[config.mk]
export PLATFORM = sky130hd
export DESIGN_NAME = bitop_stream_pipe
export DESIGN_NICKNAME = d
export VERILOG_FILES = /design/src/rtl/bitop_stream_pkg.sv /design/src/rtl/bitop_unit.sv /design/src/rtl/bitop_stream_pipe.sv
export SDC_FILE = /design/constraint.sdc
export NUM_CORES = 1
export LEC_CHECK = 0
export CORE_ASPECT_RATIO = 1.75
export CORE_MARGIN = 2
export CORE_UTILIZATION = 30
export DETAILED_ROUTE_END_ITERATION = 10
export SYNTH_ARGS = -nofsm -noshare
export SYNTH_HDL_FRONTEND = slang
export SYNTH_SLANG_ARGS = --single-unit
export TNS_END_PERCENT = 20
[constraint.sdc]
create_clock -name clk -period 6.9 [get_ports clk]
set_input_delay 1.035 -clock clk [delete_from_list [all_inputs] [get_ports clk]]
set_output_delay 1.035 -clock clk [all_outputs]
set_load 0.02 [all_outputs]
[src/rtl/bitop_stream_pkg.sv]
// bitop_stream_pkg: op encoding, width-generic fold helper and counter width for bitop_stream_pipe
package bitop_stream_pkg;
    typedef enum logic [1:0] {OP_AND, OP_OR, OP_XOR, OP_NAND} op_e;
    localparam int CNT_W = 32;
    localparam int FOLD_MAX_W = 64;
    localparam int FOLD_IN_W = 2 * FOLD_MAX_W;
    function automatic logic [FOLD_MAX_W-1:0] fold(input logic [FOLD_IN_W-1:0] x, input int w);
        fold = '0;
        for (int i = 0; i < FOLD_MAX_W; i++)
            if (i < w) fold[6'(i)] = x[7'(i)] ^ x[7'(i + w)];
    endfunction
endpackage

[src/rtl/bitop_unit.sv]
// bitop_unit: combinational AND/OR/XOR/NAND selected by op_e
module bitop_unit
    import bitop_stream_pkg::*;
#(
    parameter int BITWIDTH = 16
) (
    input  op_e                 op,
    input  logic [BITWIDTH-1:0] x,
    input  logic [BITWIDTH-1:0] y,
    output logic [BITWIDTH-1:0] z
);
    always_comb
        z = op == OP_AND ? x & y :
            op == OP_OR  ? x | y :
            op == OP_XOR ? x ^ y : ~(x & y);
endmodule

[src/rtl/bitop_stream_pipe.sv]
// bitop_stream_pipe: handshaked square/fold/bitop pipeline; BITOP_PERF_CNT_EN adds txn/stall counters
module bitop_stream_pipe
    import bitop_stream_pkg::*;
#(
    parameter int BITWIDTH            = 16,
    parameter int NUM_PIPELINE_STAGES = 1
) (
    input  logic                clk,
    input  logic                rst,
    input  logic                in_valid,
    output logic                in_ready,
    input  logic [BITWIDTH-1:0] a,
    input  logic [BITWIDTH-1:0] b,
    input  logic [1:0]          op_sel,
    output logic                out_valid,
    input  logic                out_ready,
    output logic [BITWIDTH-1:0] result
`ifdef BITOP_PERF_CNT_EN
    ,
    output logic [CNT_W-1:0]    txn_count,
    output logic [CNT_W-1:0]    stall_count
`endif
);
    localparam int NS = NUM_PIPELINE_STAGES;
    localparam int PW = 2 * BITWIDTH;
    logic [NS-1:0]               r_iv;
    logic [NS-1:0][BITWIDTH-1:0] r_ia;
    logic [NS-1:0][BITWIDTH-1:0] r_ib;
    logic [NS-1:0][1:0]          r_iop;
    logic                        r_sv;
    logic [PW-1:0]               r_sa;
    logic [PW-1:0]               r_sb;
    op_e                         r_sop;
    logic                        r_fv;
    logic [BITWIDTH-1:0]         r_fa;
    logic [BITWIDTH-1:0]         r_fb;
    op_e                         r_fop;
    logic [NS-1:0]               r_ov;
    logic [NS-1:0][BITWIDTH-1:0] r_or;
    logic                        w_adv;
    logic [BITWIDTH-1:0]         w_op;
    assign w_adv     = !r_ov[NS-1] || out_ready;
    assign in_ready  = w_adv;
    assign out_valid = r_ov[NS-1];
    assign result    = r_or[NS-1];
    bitop_unit #(.BITWIDTH(BITWIDTH)) u_op (.op(r_fop), .x(r_fa), .y(r_fb), .z(w_op));
    // every stage shifts together on w_adv, so a stall freezes the whole pipe
    always_ff @(posedge clk or posedge rst)
        if (rst) begin
            r_iv  <= '0;
            r_ia  <= '0;
            r_ib  <= '0;
            r_iop <= '0;
            r_sv  <= 1'b0;
            r_sa  <= '0;
            r_sb  <= '0;
            r_sop <= OP_AND;
            r_fv  <= 1'b0;
            r_fa  <= '0;
            r_fb  <= '0;
            r_fop <= OP_AND;
            r_ov  <= '0;
            r_or  <= '0;
        end else if (w_adv) begin
            r_iv  <= NS'({r_iv, in_valid});
            r_ia  <= (NS*BITWIDTH)'({r_ia, a});
            r_ib  <= (NS*BITWIDTH)'({r_ib, b});
            r_iop <= (NS*2)'({r_iop, op_sel});
            r_sv  <= r_iv[NS-1];
            r_sa  <= PW'(r_ia[NS-1]) * PW'(r_ia[NS-1]);
            r_sb  <= PW'(r_ib[NS-1]) * PW'(r_ib[NS-1]);
            r_sop <= op_e'(r_iop[NS-1]);
            r_fv  <= r_sv;
            r_fa  <= BITWIDTH'(fold(FOLD_IN_W'(r_sa), BITWIDTH));
            r_fb  <= BITWIDTH'(fold(FOLD_IN_W'(r_sb), BITWIDTH));
            r_fop <= r_sop;
            r_ov  <= NS'({r_ov, r_fv});
            r_or  <= (NS*BITWIDTH)'({r_or, w_op});
        end
`ifdef BITOP_PERF_CNT_EN
    always_ff @(posedge clk or posedge rst)
        if (rst) begin
            txn_count   <= '0;
            stall_count <= '0;
        end else begin
            if (out_valid && out_ready) txn_count <= txn_count + CNT_W'(1);
            if (out_valid && !out_ready) stall_count <= stall_count + CNT_W'(1);
        end
`endif
endmodule
# Word level (Yosys, flattened, before mapping)
# Index checks and enable logic that the tools add are counted.
op_classes:
  mul: 2
  eq_ne: 2
  n_mux: 3
  bitwise: 36
  n_reduce_logical: 3
op_table:
  columns: ["cell", "count"]
  rows:
  - ["multiplier 16 x 16 -> 32 bit", 2]
  - ["2-to-1 mux 16 bit", 3]
  - ["bitwise XOR 1 bit", 32]
  - ["bitwise AND 16 bit", 1]
  - ["inverter 16 bit", 1]
  - ["bitwise OR 16 bit", 1]
  - ["bitwise XOR 16 bit", 1]
  - ["equality test 2 x 1 -> 1 bit (second input constant)", 1]
  - ["equality test 2 bit (second input constant)", 1]
  - ["zero test 2 bit", 1]
  - ["zero test 1 bit", 1]
  - ["logical OR 1 bit", 1]
word_totals:
  reg_bits: 154
  in_bits: 38
  output_inout_bits: 18

# Logic depth before layout (Yosys ltp)
depth:
  ltp_word: 5
  ltp_mapped: 25
  ltp_nobuf: 23

# Hierarchy
# Synthesis repeated with hierarchy kept, for this count alone.
hier_totals:
  cells_unflattened: 2423
  hier_area_um2: 21670.8
by_module_without_submodules:
  columns: ["module", "instances", "cells_each", "area_per_inst_um2", "seq_area_each_um2"]
  rows:
  - ["bitop_stream_pipe", 1, 2276, 20414.6, 3803.6]
  - ["bitop_unit", 1, 147, 1256.2, 0.0]

# Worst setup path after synthesis
# OpenSTA, ideal clock, no wires.
synth_timing:
  kind: "reg2reg"
  startpoint: "register r_ia[8] (netlist bit)"
  endpoint: "register r_sa[29]"
  setup_ns: 0.069
  t_arrival_ns: 5.855
  setup_slack_ns: 0.977
  stages_incl_launch_ff: 23
  n_path_buf: 1
  period_less_slack_ns: 5.923
  path_cell_list: "dfrtp_1 > clkbuf_1 > nand2_1 > inv_1 > fa_1 > inv_1 > fa_1 > inv_1 > fa_1 > inv_1 > fa_1 > inv_1 > fa_1 > fa_1 > ha_1 > and3_1 > o211a_1 > a211oi_2 > o21a_2 > o21ai_2 > a221o_1 > or3_1 > nand3_1"
synth_between:
  elab_chain_cells: 1
synth_lines:
  columns: ["element", "line", "rtl"]
  rows:
  - ["start, declared", "bitop_stream_pipe.sv:27", "logic [NS-1:0][BITWIDTH-1:0] r_ia;"]
  - ["start signal, assigned", "bitop_stream_pipe.sv:66", "r_ia <= (NS*BITWIDTH)'({r_ia, a});"]
  - ["multiplier 16 x 16 -> 32 bit", "bitop_stream_pipe.sv:70", "r_sa <= PW'(r_ia[NS-1]) * PW'(r_ia[NS-1]);"]
  - ["end signal, assigned", "bitop_stream_pipe.sv:70", null]
  - ["end, declared", "bitop_stream_pipe.sv:31", "logic [PW-1:0] r_sa;"]
# Every way passes these cells.
# A chain may end at the register's enable or synchronous reset.

# Worst setup path in the final report
layout_timing:
  startpoint: "register r_ia[2] (netlist bit)"
  endpoint: "register r_sa[28]"
# The elaborated chain is that of the path after synthesis.

==> metrics.cfg <==
[setup_path]
cp_data_required_time_ns = 7.22
arrival_ns = 6.91
crit_path_start_kind = flop
rr_worst_depth = 20
path_class = reg -> reg
r2r_end = r_sa[28]
r2r-start = r_ia[2]
cp_max_fo = 16
setup.worst_path.end_class = flop
r2r_slack_ns = 0.31

[routing]
final_antenna_net_count = 0
drc_errors = 0
vias = 15259
firstDrtPassIters = 6
drt_wl_total_um = 53200
drt-initial-drc-count = 650
vias_per_cell = 4.56
avgRoutedWirePerCell_um = 15.9

[cts]
tritoncts = yes
numClockSinks = 152
h-tree-depth = 4
clk_pin_slew_ns = 0.08
cts_buffer_depth = 2
cts_root_buffer = clkbuf_16
cts_buffers = 17
clkLatencyLatePin_ns = 0.46

[sta]
final_max_slew_viol_count = 0
worstMarginPinSlew_ns = 0.850
skew_ns = 0.0106
rsz0062_at_grt = false
slew-limit-headroom_pct = 42.7
hold_viol = 0
finalCritPeriodShare_pct = 95.6
fmax_mhz = 152
post-route-min-period_ns = 6.59
setup_violations = 0
tns_ns = 0

[synth]
synth.most_common_cell = inv_1
ys_top_cells_by_area = fa_1 (31%), dfrtp_1 (18%), ha_1 (14%)
synth_edf_count = 0
synth_fp_nets = 2991
synth_top_area_cell = fa_1
synth_area_per_cell_um2 = 8.93
netlist_area_um2 = 21400
ys_types = 54
synth.top_cell.area_share_pct = 30.5
synthArstFlopShare_pct = 100
synthTopCellsByCount = inv_1 (547), nand2_1 (365), fa_1 (326), ha_1 (233), dfrtp_1 (152)
yosysSeqAreaShare_pct = 17.8
synth-warning-count = 0
synth_top_flop_cell = dfrtp_1
syn-instance-count = 2394
ys_ff_latch = 152

[cells_and_area]
multiInputGateArea_um2 = 15200
final-seq-area_um2 = 3810
fillers = 7275
syn2layout_area_growth_pct = 10.8
fin_nets = 3015
layout-drive-gt1-share_pct = 5.43
antennaDiodeCount = 0
utilization_pct = 33.6

[grt]
grt_max_degree = 82
grt_pass1_vias = 16825
grtUsageTotal_pct = 15.4
grt_pass1_wl_um = 87800
grt-ovfl-total = 0
antenna_found_initial = 2

[die]
rows = 129
ioPinCount = 56
initial_core_util_pct = 30.3
design.die.area_um2 = 73500
coreArea_um2 = 70500
fp.dieW_um = 206
die_y_um = 357

[flow_run]
cap_violations = 0

[worst_hold_path]
whs_endpoint = r_fv
min_path_type = reg -> reg
hold_depth = 2
worstHoldStart = r_fv

[placed_design]
gp_congestion = 0.854
dp_hpwl_um = 44100
io_buffers = 55

[outcome]
status = complete, no violations

## stage by stage
stage               std cells  hold WS, ns  worst slack (ns)  cell area (um2)
finish                   3348        0.458             0.305            23700
global route             3348        0.500            0.0240            23700
CTS                      3348        0.464             0.221            23700
detailed placement       3316        0.447             0.265            23000
global placement         3316        0.444             0.375            23000
floorplan                2394        0.430             0.977            21400
## critical path, cell delays in order (launching register included)
cell      delay [ns]
dfrtp_1         0.61
and2_1          0.29
fa_1            0.51
inv_1           0.06
fa_1            0.53
inv_1           0.06
fa_1            0.50
inv_1           0.05
fa_1            0.53
inv_1           0.05
fa_1            0.49
fa_1            0.42
ha_1            0.35
a21oi_1         0.13
o21ai_0         0.14
or3_1           0.37
o21ai_0         0.43
o211ai_1        0.23
a311oi_1        0.32
xor2_1          0.27
o21ai_0         0.12
## kinds of logic after synthesis
family                     Yosys count  synth area share [%]
and+or+nand+nor                    606                  12.2
AOI/OAI and AO/OA                  311                  8.88
muxes                               36                  1.90
buffers and inverters              637                  11.2
xor gates and xnor gates            93                  3.81
DFF                                152                  17.8
adders and majority gates          559                  44.2
## what timing repair did
item / 4_1_cts / 5_1_grt
setup buffers: 0 / 0
setup endpoints to repair: 0 / 1
hold buffers: 0 / 0
gates resized for setup: 0 / 4
## per-layer routing
layer,vias up,routed length (um),GRT usage (%)
met1,7574,19900,16.4
met3,93,1260,1.76
met4,4,2070,6.27
met2,230,30000,30.2
met5,-,30,0
li1,7358,-,-
## final cells by class
type | count | area share [%]
clock buffer | 17 | 1.80
clock inverter | 15 | 0.851
inverter | 549 | 8.75
multi-input combinational | 1605 | 64.1
sequential | 152 | 16.1
tap | 917 | 4.85
timing repair buffer | 93 | 3.53
## worst max-delay path by stage
stage                  start  endpoint  slack, ns  cells past startpoint
floorplan            r_ia[8]  r_sa[29]       0.98                     22
global placement    r_ib[12]  r_sb[25]       0.37                     21
detailed placement  r_ib[12]  r_sb[25]       0.27                     21
CTS                 r_ib[12]  r_sb[25]       0.22                     21
global route        r_ib[12]  r_sb[25]       0.02                     21
finish               r_ia[2]  r_sa[28]       0.31                     20
## state kept, by name (all words and copies together) (netlist names)
name	count
r_ia	16
r_sa	31
r_sv	1
r_iv	1
r_fb	16
result	16
r_fop	2
r_sop	2
out_valid	1
r_ib	16
r_iop	2
r_sb	31
r_fv	1
r_fa	16
## cell usage in the layout, fill, tap and decap left out, types with 4 or more instances in the layout
master	instances
xnor2_1	38
and2_1	64
o211ai_1	11
nor2_1	95
o21bai_1	12
nand4_1	7
mux2_2	36
o21ai_0	122
or2_2	8
dfrtp_2	4
nand2b_1	6
clkdlybuf4s50_1	55
inv_1	546
xor2_1	55
inv_8	4
inv_6	9
a211o_1	5
and3_1	10
a31oi_1	4
clkbuf_16	17
a21oi_1	78
a21o_1	30
fa_1	326
nand3_1	21
ha_1	233
buf_4	38
a211oi_1	13
nand2_1	365
dfrtp_1	148
nor3_1	9
nor2b_1	7
Power is not shown: default switching activity piles up to over one toggle a cycle in this logic, so the estimate is an artifact.
